[config.mk]
export PLATFORM = sky130hd
export DESIGN_NAME = aura_mem_ctrl
export DESIGN_NICKNAME = d
export VERILOG_FILES = /design/src/rtl/sys_defs_pkg.sv /design/src/rtl/aura_mc_rob.sv /design/src/rtl/aura_mem_ctrl.sv
export SDC_FILE = /design/constraint.sdc
export NUM_CORES = 1
export LEC_CHECK = 0
export ABC_CLOCK_PERIOD_IN_PS = 20800
export BUFFER_PORTS_ARGS = -buffer_cell sky130_fd_sc_hd__buf_4
export CORE_AREA = 2 2 242 244
export DETAILED_ROUTE_END_ITERATION = 8
export DIE_AREA = 0 0 244 246
export PLACE_DENSITY = 0.7
export SYNTH_ARGS = -nofsm -noshare
export SYNTH_HDL_FRONTEND = slang
export SYNTH_HIERARCHICAL = 1
export SYNTH_SLANG_ARGS = --single-unit
[constraint.sdc]
create_clock -name clock -period 20.8 [get_ports clock]
set_clock_uncertainty 0.15 [all_clocks]
set_input_delay 4.16 -clock clock [delete_from_list [all_inputs] [get_ports clock]]
set_output_delay 4.16 -clock clock [all_outputs]
set_load 0.01 [all_outputs]
[src/rtl/sys_defs_pkg.sv]
// Shared memory-bus types and load-controller defaults.
package sys_defs;

   typedef logic [31:0] ADDR;
   typedef logic [63:0] MEM_BLOCK;

   localparam int NUM_MEM_TAGS = 15;
   typedef logic [$clog2(NUM_MEM_TAGS+1)-1:0] MEM_TAG;

   typedef enum logic [1:0] {
      BUS_NONE  = 2'h0,
      BUS_LOAD  = 2'h1,
      BUS_STORE = 2'h2
   } MEM_COMMAND;

   localparam int MC_DEPTH_DEF = 8;
   localparam int MC_LEN_W_DEF = 16;

   typedef enum logic [1:0] {
      MC_IDLE,
      MC_ISSUE,
      MC_DRAIN
   } MC_STATE;

endpackage

[src/rtl/aura_mc_rob.sv]
// Reorder buffer: slots allocated in issue order at tail, filled out of order,
// drained in order from head.
module aura_mc_rob
   import sys_defs::*;
#(
   parameter int DEPTH = MC_DEPTH_DEF,
   parameter int SW    = (DEPTH > 1) ? $clog2(DEPTH) : 1
) (
   input  logic          clock,
   input  logic          reset,
   input  logic          alloc,
   input  logic          fill_en,
   input  logic [SW-1:0] fill_slot,
   input  MEM_BLOCK      fill_data,
   input  logic          pop,
   output logic [SW-1:0] tail,
   output logic          full,
   output logic          head_filled,
   output MEM_BLOCK      head_data
);

   logic [SW-1:0]    head;
   logic [SW:0]      count;
   logic [DEPTH-1:0] filled;
   MEM_BLOCK         slot_data [DEPTH];

   function automatic logic [SW-1:0] wrap_inc(input logic [SW-1:0] p);
      return (p == SW'(DEPTH-1)) ? '0 : p + 1'b1;
   endfunction

   assign full        = (count == (SW+1)'(DEPTH));
   assign head_filled = filled[head];
   assign head_data   = slot_data[head];

   always_ff @(posedge clock) begin
      if (!reset) begin
         head   <= '0;
         tail   <= '0;
         count  <= '0;
         filled <= '0;
      end else begin
         if (alloc) tail <= wrap_inc(tail);
         if (pop) begin
            head         <= wrap_inc(head);
            filled[head] <= 1'b0;
         end
         // A popped slot is always filled, so it never collides with fill_slot.
         if (fill_en) filled[fill_slot] <= 1'b1;
         case ({alloc, pop})
            2'b10:   count <= count + 1'b1;
            2'b01:   count <= count - 1'b1;
            default: ;
         endcase
      end
   end

   always_ff @(posedge clock) begin
      if (fill_en) slot_data[fill_slot] <= fill_data;
   end

endmodule

[src/rtl/aura_mem_ctrl.sv]
// Load/store memory controller: issues tagged bursts of 8-byte loads, reorders
// responses through aura_mc_rob, and interleaves single-beat stores.
module aura_mem_ctrl
   import sys_defs::*;
#(
   parameter int MC_DEPTH = MC_DEPTH_DEF,
   parameter int LEN_W    = MC_LEN_W_DEF
) (
   input  logic             clock,
   input  logic             reset,
   input  logic             ld_req_valid,
   output logic             ld_req_ready,
   input  ADDR              ld_req_addr,
   input  logic [LEN_W-1:0] ld_req_len,
   output logic             ld_data_valid,
   input  logic             ld_data_ready,
   output MEM_BLOCK         ld_data,
   output logic             ld_data_last,
   input  logic             st_valid,
   output logic             st_ready,
   input  ADDR              st_addr,
   input  MEM_BLOCK         st_data,
   output MEM_COMMAND       proc2mem_command,
   output ADDR              proc2mem_addr,
   output MEM_BLOCK         proc2mem_data,
   input  MEM_TAG           mem2proc_transaction_tag,
   input  MEM_BLOCK         mem2proc_data,
   input  MEM_TAG           mem2proc_data_tag,
   output logic             busy
);

   localparam int SW = (MC_DEPTH > 1) ? $clog2(MC_DEPTH) : 1;

   MC_STATE               state;
   ADDR                   cur_addr;
   logic [LEN_W-1:0]      remaining, job_len, beat_idx;
   logic                  rr_store;
   logic [NUM_MEM_TAGS:0] tag_vld;
   logic [SW-1:0]         tag_slot [NUM_MEM_TAGS+1];

   logic          rob_full, head_filled;
   logic [SW-1:0] rob_tail;
   MEM_BLOCK      head_data;
   logic          load_elig, store_elig, grant_load, grant_store;
   logic          cmd_acc, load_acc, store_acc, rsp_hit, ld_fire;

   assign load_elig   = reset && (state == MC_ISSUE) && !rob_full;
   assign store_elig  = reset && st_valid;
   assign grant_store = store_elig && (rr_store || !load_elig);
   assign grant_load  = load_elig && !grant_store;
   assign cmd_acc     = (mem2proc_transaction_tag != '0);
   assign load_acc    = grant_load && cmd_acc;
   assign store_acc   = grant_store && cmd_acc;
   assign st_ready    = store_acc;

   assign rsp_hit       = reset && (mem2proc_data_tag != '0) && tag_vld[mem2proc_data_tag];
   assign ld_data_valid = reset && head_filled;
   assign ld_data       = head_data;
   assign ld_data_last  = ld_data_valid && (beat_idx == job_len - 1'b1);
   assign ld_fire       = ld_data_valid && ld_data_ready;
   assign ld_req_ready  = reset && (state == MC_IDLE);
   assign busy          = reset && ((state != MC_IDLE) || (|tag_vld));

   always_comb begin
      proc2mem_command = BUS_NONE;
      proc2mem_addr    = '0;
      proc2mem_data    = '0;
      if (grant_store) begin
         proc2mem_command = BUS_STORE;
         proc2mem_addr    = st_addr;
         proc2mem_data    = st_data;
      end else if (grant_load) begin
         proc2mem_command = BUS_LOAD;
         proc2mem_addr    = cur_addr;
      end
   end

   always_ff @(posedge clock) begin
      if (!reset) begin
         state     <= MC_IDLE;
         cur_addr  <= '0;
         remaining <= '0;
         job_len   <= '0;
         beat_idx  <= '0;
         rr_store  <= 1'b1;
         tag_vld   <= '0;
      end else begin
         case (state)
            MC_IDLE: if (ld_req_valid) begin
               cur_addr  <= ld_req_addr & ~ADDR'(7);
               job_len   <= ld_req_len;
               remaining <= ld_req_len;
               beat_idx  <= '0;
               if (ld_req_len != '0) state <= MC_ISSUE;
            end
            MC_ISSUE: if (load_acc) begin
               cur_addr  <= cur_addr + 32'd8;
               remaining <= remaining - 1'b1;
               if (remaining == LEN_W'(1)) state <= MC_DRAIN;
            end
            MC_DRAIN: if (ld_fire && ld_data_last) state <= MC_IDLE;
            default: state <= MC_IDLE;
         endcase

         if (ld_fire) beat_idx <= beat_idx + 1'b1;

         if (store_acc)     rr_store <= 1'b0;
         else if (load_acc) rr_store <= 1'b1;

         // Free before claim so a tag reused in the same cycle stays live.
         if (rsp_hit) tag_vld[mem2proc_data_tag] <= 1'b0;
         if (load_acc) begin
            tag_vld[mem2proc_transaction_tag]  <= 1'b1;
            tag_slot[mem2proc_transaction_tag] <= rob_tail;
         end
      end
   end

   aura_mc_rob #(
      .DEPTH (MC_DEPTH),
      .SW    (SW)
   ) u_rob (
      .clock       (clock),
      .reset       (reset),
      .alloc       (load_acc),
      .fill_en     (rsp_hit),
      .fill_slot   (tag_slot[mem2proc_data_tag]),
      .fill_data   (mem2proc_data),
      .pop         (ld_fire),
      .tail        (rob_tail),
      .full        (rob_full),
      .head_filled (head_filled),
      .head_data   (head_data)
   );

endmodule

==> results of run 1 <==
-- area by class of cell --
type | instances | area, um2
multi-input combinational | 983 | 8763
antenna | 1 | 2.502
timing repair buffer | 404 | 3045
clock inverter | 34 | 295.3
inverter | 14 | 55.05
fill | 4335 | 23240
tap | 765 | 957.2
clock buffer | 85 | 1839
sequential | 677 | 19170
-- cells in the mapped netlist, types with 12 or more instances --
library cell / number / area (um2)
buf_2: 13 / 65.06
clkbuf_1: 61 / 229.0
o21ai_0: 53 / 265.3
mux2_2: 70 / 788.3
nand4_1: 17 / 106.4
nand2_1: 105 / 394.1
buf_6: 12 / 135.1
nor2_1: 98 / 367.9
and2_1: 78 / 488.0
a22o_1: 30 / 262.8
mux4_2: 149 / 3356
ha_1: 12 / 150.1
nor3_1: 23 / 115.1
edfxtp_1: 560 / 16820
a31o_2: 16 / 140.1
a21oi_1: 85 / 425.4
nor4_1: 14 / 87.58
nor2b_1: 17 / 106.4
dfxtp_1: 117 / 2342
nand3_1: 35 / 175.2
nand2b_1: 14 / 87.58
-- power by group --
part,internal [mW],switching [mW]
Sequential,1.48,0.0166
Combinational,0.0757,0.0884
Clock,0.680,0.492
Total,2.23,0.597
-- state kept, by name (all words and copies together) (netlist names), named ones only --
register,count
u_rob/slot_data,512
tag_slot,48
cur_addr,29
beat_idx,16
job_len,16
remaining,16
tag_vld,16
u_rob/filled,8
u_rob/count,4
u_rob/head,3
u_rob/tail,3
state,2
rr_store,1
-- metrics by stage --
stage / cells / area [um2]
6_report: 2963 / 34130
5_1_grt: 2963 / 34130
4_1_cts: 2962 / 34130
3_5_place_dp: 2843 / 31990
3_3_place_gp: 2843 / 31990
2_1_floorplan: 1776 / 28420
-- logic make-up (layout without fill, tap and decap cells) --
family	after synthesis	in the layout	share of synthesized area [%]
buffers and inverters	116	537	1.995
XOR/XNOR	22	22	0.6781
AND/OR/NAND/NOR	447	447	8.111
other	1	4	0.01320
adder cells (fa/ha/maj)	12	12	0.5284
AO/OA/AOI/OAI	271	271	6.350
multiplexers	228	228	14.90
flip-flops	677	677	67.42
-- routing by layer --
metal / vias to the layer above / part of all wire, % / global-route usage (%)
li1: 7745 / - / -
met1: 8639 / 41 / 28.42
met2: 565 / 50 / 35.75
met3: 91 / 6.5 / 4.564
met4: 10 / 1.9 / 6.438
met5: - / 0.098 / 0
-- how the worst max path moves through the flow --
stage                                        to  cells after the start
final                              ld_data_last                      8
after global routing               ld_data_last                      8
after CTS                          ld_data_last                      8
after detailed placement           ld_data_last                      8
after global placement             ld_data_last                      8
after floorplan           u_rob/slot_data[0][0]                      6
-- critical path: stages --
cell and delay (ns):
buf_4 0.51, and2_1 0.24, nand3_1 0.10, a21oi_1 0.13
o211ai_1 0.11, nor4b_2 0.37, o221a_2 0.28, buf_4 0.13
==> metrics, run 1 <==
run status=finished clean; Core Region=57370 um2; Post-Synthesis Cell Area=28410 um2; vias in the first global route=17190; critical path fanouts, max=63; final core occ=59.49%; Worst Setup SP=reset; Setup-failing EPs final=0; reg2reg start=u_rob/head[2]; first-pass GRT wire length=99.14 mm; hold_ws=0.3188 ns; WL per Instance=21.74 um; GP Congestion=0.8136; Critical Path Source Type=input port; HPWL Detailed=39.21 mm; Die Wd=244 um; total power=2.829 mW; worst path arrival time=6.06 ns; most frequent cells in the layout=560 x edfxtp_1, 403 x buf_4, 149 x mux4_2; global route total overflow=0; Die H=246 um; overall routed net length=64.43 mm; CTS buffer count=69; Final ANT Viol Nets=0; initial antenna violation count=6; HP Start=job_len[15]; number of DRC markers in iteration 0=1296; most used flip-flop cell after synthesis=edfxtp_1; RSZ-0062 raised after global routing=false; DRC viols=0; Post-Place Setup Slack=10.41 ns; Clk Latency, worst-skew pair=0.60 ns; Power Dens Cells=82.89 nW/um2; vias post-DR=17050; H-tree levels=3; share of layout cells above drive strength 1=35.05%; Period Utilization, post-route=49.86%; cells after synthesis=1774; GRT Total Usage=21.43%; Final min period=10.37 ns; postcts setup bufs=0; Slew headroom=23.39%; Slew Limit Fails=0; # port buffers=384; R2R depth=11; Clock transition at path regs=0.06 ns; vias per inst=5.754; Post-synth ARST share=0%; hold path depth=2; I/O pin count=388; worst hold path type=flip-flop to flip-flop; Die ar.=60020 um2; first-pass detailed-route iteration total=5; post-synthesis sequential area ratio=67.42%; Final Hold Viols=0; crit path kind=input port to primary output; Longest Clk Path Bufs=3; Post-synth EDFFs=560; Leak Pwr=11.66 nW; Setup TNS Final=0 ns; Hold EP=job_len[15]; largest net degree at the start of global routing=117; Syn Area/Cell=16.02 um2; FP Rows=88; hold buffer count at cts=0; CTS resizes=0; slew at the pin closest to its max-slew limit=1.147 ns; maxcap violations=0; YS warnings=6; Peak VDD IR=0.06603 mV; commonest non-fill, non-tap cell in the layout=edfxtp_1; Synth-to-Final Area Change=20.11%; final worst slack=10.43 ns; CTS sink cnt=677; Distinct cells, synth=75; Max Clock Freq=96.42 MHz; Seq cells post-synth=677; root buf cell=clkbuf_16; reg2reg end=u_rob/count[2]; Crit path required time=16.49 ns; r2r setup slk=16.88 ns; CTS tree=yes; Worst setup EP type=primary output; Layout Nets=2382; starting density of the core=49.53%
Power figures use the tool's default switching activity.
==> inputs of run 2 (changes only) <==
Settings changed: ABC_CLOCK_PERIOD_IN_PS 20800 to 9550.
Clock period 20.8 ns to 9.55 ns, I/O delays scaled along.
==> run 2 against run 1 <==
  * Utilization is 0.27 points higher
  * Clock power is 130% higher
  * Clock-buffer cell count is 2 higher
  * Routed wire length is 0.54% higher
  * Register-to-register slack worse by 11 ns
  * Highest routed layer is now met4
==> metrics, run 2 (synthesized netlist as in run 1, its figures left out) <==
worst path arrival time=4.11 ns (was 6.06 ns); r2r setup slk=5.50 ns (was 16.88 ns); first-pass detailed-route iteration total=5 (unchanged); FP Rows=88 (unchanged); run status=finished clean (unchanged); Worst setup EP type=primary output (unchanged); CTS buffer count=69 (unchanged); Die H=246 um (unchanged); WL per Instance=21.79 um (was 21.74 um); WL met3=4.013 mm (was 4.163 mm); worst hold path type=flip-flop to flip-flop (unchanged); Crit path required time=7.49 ns (was 16.49 ns); first-pass GRT wire length=100.7 mm (was 99.14 mm); R2R depth=11 (unchanged); GRT Total Usage=21.82% (was 21.43%); Top Registers=u_rob/slot_data x512, tag_slot x48, cur_addr x29 (unchanged); global route total overflow=0 (unchanged); Setup TNS Final=0 ns (unchanged); Power Dens Cells=183.5 nW/um2 (was 82.89 nW/um2); initial antenna violation count=2 (was 6); vias per inst=5.722 (was 5.754); Max Clock Freq=162.2 MHz; Clk Latency, worst-skew pair=0.59 ns (was 0.60 ns); GP Congestion=0.8058 (was 0.8136); Top reg by flops=u_rob/slot_data (unchanged); CTS tree=yes (unchanged); reg2reg start=u_rob/head[2] (unchanged); Core Region=57370 um2 (unchanged); Worst Setup SP=reset (unchanged); routed wl met2=32.32 mm (was 32.22 mm); Critical Path Source Type=input port (unchanged); number of DRC markers in iteration 0=1425 (was 1296); Period Utilization, post-route=64.56%; overall routed net length=64.77 mm (was 64.43 mm); slew at the pin closest to its max-slew limit=1.131 ns (was 1.147 ns); Largest register FFs=512 (unchanged); Peak VDD IR=0.1300 mV (was 0.06603 mV); largest net degree at the start of global routing=117 (unchanged); Die Wd=244 um (unchanged); Die ar.=60020 um2 (unchanged); # port buffers=384 (unchanged); vias post-DR=17010 (was 17050); postcts setup bufs=0 (unchanged); sum of routed wire segments on met1=27.23 mm (was 26.72 mm); HP Start=job_len[15] (unchanged); placed cells=2844 (was 2843); Final ANT Viol Nets=0 (unchanged); H-tree levels=3 (unchanged); Leak Pwr=11.75 nW (was 11.66 nW); most frequent cells in the layout=560 x edfxtp_1, 404 x buf_4, 149 x mux4_2 (was 560 x edfxtp_1, 403 x buf_4, 149 x mux4_2); vias in the first global route=17450 (was 17190); final cell count without fillers=2973 (was 2963); DRC viols=0 (unchanged); root buf cell=clkbuf_16 (unchanged); I/O pin count=388 (unchanged); Final min period=6.165 ns; critical path fanouts, max=63 (unchanged); Synth-to-Final Area Change=20.66% (was 20.11%); commonest non-fill, non-tap cell in the layout=edfxtp_1 (unchanged); crit path kind=input port to primary output (unchanged); Final Hold Viols=0 (unchanged); hold buffer count at cts=0 (unchanged); uppermost layer routed=met4 (was met5); Setup-failing EPs final=0 (unchanged); RSZ-0062 raised after global routing=false (unchanged); share of layout cells above drive strength 1=35.49% (was 35.05%); HPWL Detailed=39.72 mm (was 39.21 mm); starting density of the core=49.53% (unchanged); CTS sink cnt=677 (unchanged); Slew Limit Fails=0 (unchanged); CTS resizes=0 (unchanged); Longest Clk Path Bufs=3 (unchanged); hold path depth=2 (unchanged); filler instances=4302 (was 4335); Clock transition at path regs=0.06 ns (about the same); Slew headroom=24.41% (was 23.39%); Layout Nets=2383 (was 2382); maxcap violations=0 (unchanged)
## run 2: cell count changes in the layout (fill, tap and decap cells not counted), moves of 2 or more
cell / change
clkinv_2: +8
bufinv_16: +3
clkinv_1: -3
clkbuf_8: +2
## run 2: critical path: stages
cell,delay [ns]
buf_4,0.52
clkinv_1,0.90
nor3_1,0.52
buf_4,0.20
## run 2: metal layers
metal / up-vias / GRT usage (%)
met1: 8620 / 29.06
li1: 7757 / -
met2: 555 / 36.65
met5: - / 0
met4: 0 / 6.528
met3: 80 / 4.205
## run 2: layout make-up
| type | instances | area, um2 | share of cell area (%) |
|---|---|---|---|
| flip-flops and latches | 677 | 19170 | 55.91 |
| multi-input cells | 983 | 8763 | 25.56 |
| repair buffers | 405 | 3053 | 8.905 |
| clock buffers | 87 | 1888 | 5.507 |
| well taps | 765 | 957.2 | 2.792 |
| clock inverters | 40 | 392.9 | 1.146 |
| inverters | 14 | 55.05 | 0.1606 |
| diodes | 2 | 5.005 | 0.01460 |
## run 2: report_power, final
| part | total [mW] | internal (mW) | switching [mW] |
|---|---|---|---|
| sequential | 3.25 | 3.22 | 0.0366 |
| combinational | 0.359 | 0.165 | 0.194 |
| clock | 2.68 | 1.60 | 1.08 |
## run 2: metrics by stage
step                hold WS (ns)  cell area [um2]  utilization (%)  total power, mW  setup WS (ns)
floorplan                 0.2879            28420                -            3.493         0.8237
global placement          0.3020            32000            55.78            3.657          3.400
detailed placement        0.3107            32000            55.78            3.670          3.365
CTS                       0.3188            34280            59.76            6.345          3.417
global route              0.3490            34280            59.76            6.509          3.205
finish                    0.3213            34280            59.76            6.290          3.385
## run 2: final timing paths
kind	end
setup / recovery	ld_req_ready
hold / removal	job_len[15]
setup reg to reg	u_rob/count[2]
hold reg to reg	job_len[15]
